<file path="src/rtl/seg_display_arbiter.sv">
// Round-robin owner of the single 7-segment display: grants one requester,
// latches its nibble, shows the hex glyph for HOLD cycles, then pulses done.
module seg_display_arbiter #(
  parameter int NREQ = 4,
  parameter int HOLD = 4
) (
  input  logic              clk_2,
  input  logic              reset_n,
  input  logic [NREQ-1:0]   req,
  input  logic [4*NREQ-1:0] data,
  output logic [NREQ-1:0]   gnt,
  output logic [NREQ-1:0]   done,
  output logic              busy,
  output logic [7:0]        SEG,
  output logic              dbg_state_o
);

  localparam int IW = $clog2(NREQ);
  localparam int CW = (HOLD > 1) ? $clog2(HOLD) : 1;

  typedef enum logic {
    S_IDLE = 1'b0,
    S_SHOW = 1'b1
  } state_e;

  state_e            state_q, state_d;
  logic [IW-1:0]     ptr_q, ptr_d;
  logic [IW-1:0]     idx_q, idx_d;
  logic [3:0]        nib_q, nib_d;
  logic [CW-1:0]     cnt_q, cnt_d;
  logic [NREQ-1:0]   done_q, done_d;

  logic              found;
  logic [IW-1:0]     sel;
  logic [IW-1:0]     cand;
  int unsigned       pos;

  function automatic logic [6:0] glyph(input logic [3:0] n);
    case (n)
      4'h0: glyph = 7'h3F;
      4'h1: glyph = 7'h06;
      4'h2: glyph = 7'h5B;
      4'h3: glyph = 7'h4F;
      4'h4: glyph = 7'h66;
      4'h5: glyph = 7'h6D;
      4'h6: glyph = 7'h7D;
      4'h7: glyph = 7'h07;
      4'h8: glyph = 7'h7F;
      4'h9: glyph = 7'h6F;
      4'hA: glyph = 7'h77;
      4'hB: glyph = 7'h7C;
      4'hC: glyph = 7'h39;
      4'hD: glyph = 7'h5E;
      4'hE: glyph = 7'h79;
      default: glyph = 7'h71;
    endcase
  endfunction

  always_ff @(posedge clk_2 or negedge reset_n) begin
    if (!reset_n) begin
      state_q <= S_IDLE;
      ptr_q   <= '0;
      idx_q   <= '0;
      nib_q   <= '0;
      cnt_q   <= '0;
      done_q  <= '0;
    end else begin
      state_q <= state_d;
      ptr_q   <= ptr_d;
      idx_q   <= idx_d;
      nib_q   <= nib_d;
      cnt_q   <= cnt_d;
      done_q  <= done_d;
    end
  end

  // First pending requester scanning upward from ptr, wrapping at NREQ.
  always_comb begin
    found = 1'b0;
    sel   = '0;
    cand  = '0;
    pos   = 0;
    for (int k = 0; k < NREQ; k++) begin
      pos = int'(ptr_q) + k;
      if (pos >= NREQ) pos = pos - NREQ;
      cand = IW'(pos);
      if (!found && req[cand]) begin
        found = 1'b1;
        sel   = cand;
      end
    end
  end

  always_comb begin
    state_d = state_q;
    ptr_d   = ptr_q;
    idx_d   = idx_q;
    nib_d   = nib_q;
    cnt_d   = cnt_q;
    done_d  = '0;
    case (state_q)
      S_IDLE: begin
        if (found) begin
          idx_d   = sel;
          nib_d   = data[{sel, 2'b00} +: 4];
          cnt_d   = CW'(HOLD - 1);
          state_d = S_SHOW;
        end
      end
      default: begin
        if (cnt_q != '0) begin
          cnt_d = cnt_q - 1'b1;
        end else begin
          state_d       = S_IDLE;
          done_d[idx_q] = 1'b1;
          ptr_d         = (idx_q == IW'(NREQ - 1)) ? '0 : idx_q + 1'b1;
        end
      end
    endcase
  end

  always_comb begin
    gnt         = '0;
    busy        = 1'b0;
    SEG         = 8'h00;
    done        = done_q;
    dbg_state_o = state_q;
    if (state_q == S_SHOW) begin
      gnt[idx_q] = 1'b1;
      busy       = 1'b1;
      SEG        = {1'b0, glyph(nib_q)};
    end
  end

endmodule
</file>
<file path="config.mk">
export PLATFORM = sky130hd
export DESIGN_NAME = seg_display_arbiter
export DESIGN_NICKNAME = d
export VERILOG_FILES = /design/src/rtl/seg_display_arbiter.sv
export SDC_FILE = /design/constraint.sdc
export NUM_CORES = 1
export LEC_CHECK = 0
export CAP_MARGIN = 20
export CORE_MARGIN = 4
export CORE_UTILIZATION = 25
export CTS_CLUSTER_DIAMETER = 120
export DETAILED_ROUTE_END_ITERATION = 10
export GPL_TIMING_DRIVEN = 0
export PLACE_DENSITY = 0.45
export SLEW_MARGIN = 40
export SYNTH_ARGS = -nofsm -noshare
export SYNTH_HDL_FRONTEND = slang
export SYNTH_SLANG_ARGS = --single-unit
</file>
<file path="constraint.sdc">
create_clock -name clk_2 -period 2.44 [get_ports clk_2]
set_clock_uncertainty 0.1 [all_clocks]
set_input_delay 0.488 -clock clk_2 [delete_from_list [all_inputs] [get_ports clk_2]]
set_output_delay 0.488 -clock clk_2 [all_outputs]
set_load 0.02 [all_outputs]
</file>
==> impl.org <==
** Timing
- For the pin with the worst max-slew slack, the measured transition is 0.699 ns.
- Post-route minimum period :: 2.33 ns
- Setup TNS after final layout :: 0 ns
- Unrepaired setup endpoints after global routing :: no
- Setup violations remaining at the end of the flow were counted as 0.
- Maximum operating frequency :: 429 MHz
- The tightest hold path in the finished design has a slack of 0.380 ns.
- Slew margin rel. :: 53.2%
- The number of slew-limit violations in the final report is 0.
- Number of hold violations in the final report :: 0
- Ratio of final minimum period to clock period :: 95.6%

** Logic synthesis
- The synthesized netlist occupies a cell area of 1150 µm².
- Mux cell area share after synthesis :: 8.57%
- Average instance area after synthesis :: 8.94 µm²
- Register area share after synthesis :: 32.5%
- Share of the synthesized area in compound gates (AO/OA/AOI/OAI) :: 24.1%
- Counting every instance in the synthesized netlist gives 129.
- Counting flops with a built-in enable in the synthesized netlist gives 0.
- Summing the areas of all fa, ha and maj instances in the mapped netlist gives 11.9% of the synthesized area.
- Ranked by total cell area, the synthesized netlist is headed by sky130_fd_sc_hd__dfrtp_1, sky130_fd_sc_hd__ha_1, sky130_fd_sc_hd__o21ai_0.
- Area share of the largest cell type after synthesis :: 32.5%
- The commonest cells after synthesis are sky130_fd_sc_hd__dfrtp_1, sky130_fd_sc_hd__ha_1, sky130_fd_sc_hd__inv_1, sky130_fd_sc_hd__nand2_1.
- Counting flops with an async set or reset pin after synthesis yields a share of 100%.
- The synthesized netlist devotes 0% of its cell area to XOR and XNOR gates.
- Most common cell in the netlist :: sky130_fd_sc_hd__dfrtp_1
- Number of flip-flops and latches in the synthesized netlist :: 15
- Distinct cells, synth :: 34
- By area, the combinational part of the netlist is dominated by compound AO/OA/AOI/OAI gates.
- Summing the areas of all and, or, nand and nor instances in the mapped netlist gives 16.3% of the synthesized area.
- Net Count, Synth :: 162
- sky130_fd_sc_hd__dfrtp_1 takes more of the synthesized area than any other cell.
- Among all flip-flop cells after synthesis, the most frequent one is sky130_fd_sc_hd__dfrtp_1.
- Number of warnings reported in the yosys synthesis log :: 0

** Global route
- Entering global routing, the biggest net connects 16 pins.
- First-pass GRT wire length :: 4.99 mm
- GRT Total Usage :: 10.2%
- The number of global-route vias before repair was 1109.
- Gr ovfl total :: 0
- Antenna violations before repair :: 0

** Status
- The flow ran to the end, and the final reports show no timing, DRC or antenna violations.

** Drt
- Routed len/inst :: 12.8 µm
- The final route contains 1067 vias.
- DRC violation count after routing :: 0
- Number of iterations in the first detailed-routing pass :: 4
- The detailed router finished its first iteration with 46 violations.
- Post-detailed-route count of antenna-violating nets :: 0
- Wires add up to 2.87 mm.
- In the routed layout, each cell is associated on average with a via count of 4.74.

** Setup path
- In this run the worst path has a maximum fanout of 6.
- The worst register-to-register path ends at nib_q[1].
- Reg2reg start :: ptr_q[1]
- At the worst endpoint, the required time is 1.85 ns.
- Critical path class :: flip-flop to primary output
- Kind of end point of the critical path :: primary output
- STA puts the critical path data arrival time at 1.75 ns.
- Measured in cells, the most critical reg-to-reg path has a length of 5.
- The setup check on the worst reg-to-reg path leaves a slack of 0.45 ns.
- Setup crit start kind :: flip-flop

** Clocking
- CTS saw 15 sinks.
- CTS built an H-tree with a depth of 1.
- Later-pin clock latency in the skew report :: 0.25 ns
- Clock Path Buffers :: 2
- Clock root buffer master :: sky130_fd_sc_hd__clkbuf_8
- CTS clk-pin slew, worst paths :: 0.07 ns
- TritonCTS built the clock tree.
- Counting the buffers created by CTS gives 3.

** Power
- P_leak :: 0.000753 µW
- The design draws 1990 µW.
- In this run the power density over the cells is 1200 nW/µm².
- Highest ir drop seen on vdd :: 0.000297 V

** Placement
- Final RePlAce weighted congestion :: 0.746
- The count of buffers added on input and output ports is 38.
- Detailed-placement wirelength estimate :: 2.35 mm

** Layout
- Fraction of layout cells with a size suffix above 1 :: 14.5%
- Area growth from synthesis to layout :: 43.8%
- # diodes :: 0
- The final layout contains 207 nets.

** Worst hold path
- The path class of the tightest hold or removal check is flip-flop to flip-flop.
- Number of cells on the worst hold path :: 1
- WHS Endpoint :: cnt_q[0]
- The startpoint identified for the worst hold timing path is cnt_q[0].

** Floorplanning
- Placement Rows :: 24
- Once the floorplan was initialized, standard cells occupied 26.1% of the core.
- Count of pins on the block boundary :: 40
- Die Footprint :: 5770 µm²
- In this run the horizontal extent of the chip is 75.9 µm.
- The total area inside the core boundary comes to 4410 µm².
- The die is 75.9 µm tall.

** Job
- The tool flagged a number of max-cap violations equal to 0.
[final cells by class]
type | count | area, µm²
plain buffers | 6 | 33.8
clock buffers | 3 | 41.3
clock inverters | 1 | 5.00
fillers | 443 | 2760
inverters | 11 | 41.3
multi-input cells | 97 | 713
flip-flops and latches | 15 | 378
well taps | 52 | 65.1
repair buffers | 40 | 382
[critical path: stages, from the launching register on]
cell and delay (ns):
sky130_fd_sc_hd__dfrtp_2 0.42, sky130_fd_sc_hd__inv_2 0.07, sky130_fd_sc_hd__ha_1 0.27, sky130_fd_sc_hd__inv_1 0.05, sky130_fd_sc_hd__mux4_2 0.46, sky130_fd_sc_hd__nor2_2 0.09, sky130_fd_sc_hd__buf_4 0.14
[routing by layer]
metal  vias up  track usage [%]  routed length, µm  part of all wire (%)
met5         -                0                  0                     0
met4         0             4.27                 34                   1.2
met3         2             2.01                167                   5.8
met2        38             16.6               1290                    45
met1       482             13.0               1380                    48
li1        545                -                  -                     -
[cells by family after synthesis]
family | after synthesis
other cells | 1
buf+inv | 17
compound gates | 38
flops | 15
fa+ha+maj | 11
mux | 8
simple gates | 39
[cells in the final DEF (no fill, tap or decap), types with 2 or more instances in the layout]
master	synthesis	final
sky130_fd_sc_hd__clkdlybuf4s50_1	0	31
sky130_fd_sc_hd__dfrtp_1	15	13
sky130_fd_sc_hd__nand2_1	11	11
sky130_fd_sc_hd__ha_1	11	11
sky130_fd_sc_hd__inv_1	11	9
sky130_fd_sc_hd__o21ai_0	9	9
sky130_fd_sc_hd__nor2_1	9	8
sky130_fd_sc_hd__a21oi_1	6	6
sky130_fd_sc_hd__a211oi_1	5	5
sky130_fd_sc_hd__buf_4	2	5
sky130_fd_sc_hd__dlygate4sd2_1	0	5
sky130_fd_sc_hd__and3_1	4	4
sky130_fd_sc_hd__and2_1	4	4
sky130_fd_sc_hd__nand2b_1	4	4
sky130_fd_sc_hd__o31ai_1	4	4
sky130_fd_sc_hd__nand3_1	4	4
sky130_fd_sc_hd__a221o_1	4	4
sky130_fd_sc_hd__clkbuf_2	0	3
sky130_fd_sc_hd__mux2_1	3	3
sky130_fd_sc_hd__clkbuf_8	0	3
sky130_fd_sc_hd__inv_2	0	2
sky130_fd_sc_hd__mux2i_1	2	2
sky130_fd_sc_hd__mux2_2	2	2
sky130_fd_sc_hd__a21o_1	2	2
sky130_fd_sc_hd__dfrtp_2	0	2
[flip-flops by register name, indices dropped and copies added, names as in the netlist]
register and flops:
done 4, nib_q 4, cnt_q 2, idx_q 2, ptr_q 2, dbg_state_o 1
[power by group]
part           switching, µW  internal, µW
logic                    717           601
clock network           90.7           113
registers                116           352
[worst max path at each step]
| stage | start | slack, ns | endpoint | depth (start not counted) |
|---|---|---|---|---|
| floorplan | nib_q[1] | 0.32 | SEG[3] | 5 |
| global route | nib_q[0] | 0.009 | SEG[3] | 6 |
| global placement | nib_q[1] | -0.21 | SEG[3] | 6 |
| finish | nib_q[0] | 0.11 | SEG[3] | 6 |
| CTS | nib_q[1] | 0.03 | SEG[3] | 6 |
| detailed placement | nib_q[1] | -0.23 | SEG[3] | 6 |
[repair_timing]
action                                  CTS  global route
pin swaps                                 0             0
hold buffers                              0             0
setup buffers                             0             2
gates resized for setup                  15             7
endpoints found under the setup margin    7             4
[metrics by stage]
stage / utilization [%] / instance area (µm²) / setup slack [ns] / cells
floorplan: - / 1150 / 0.317 / 129
global placement: 36.2 / 1600 / -0.210 / 219
detailed placement: 36.2 / 1600 / -0.225 / 219
CTS: 37.1 / 1640 / 0.0281 / 223
global route: 37.6 / 1660 / 0.00880 / 225
finish: 37.6 / 1660 / 0.106 / 225
Power figures use the tool's default switching activity.
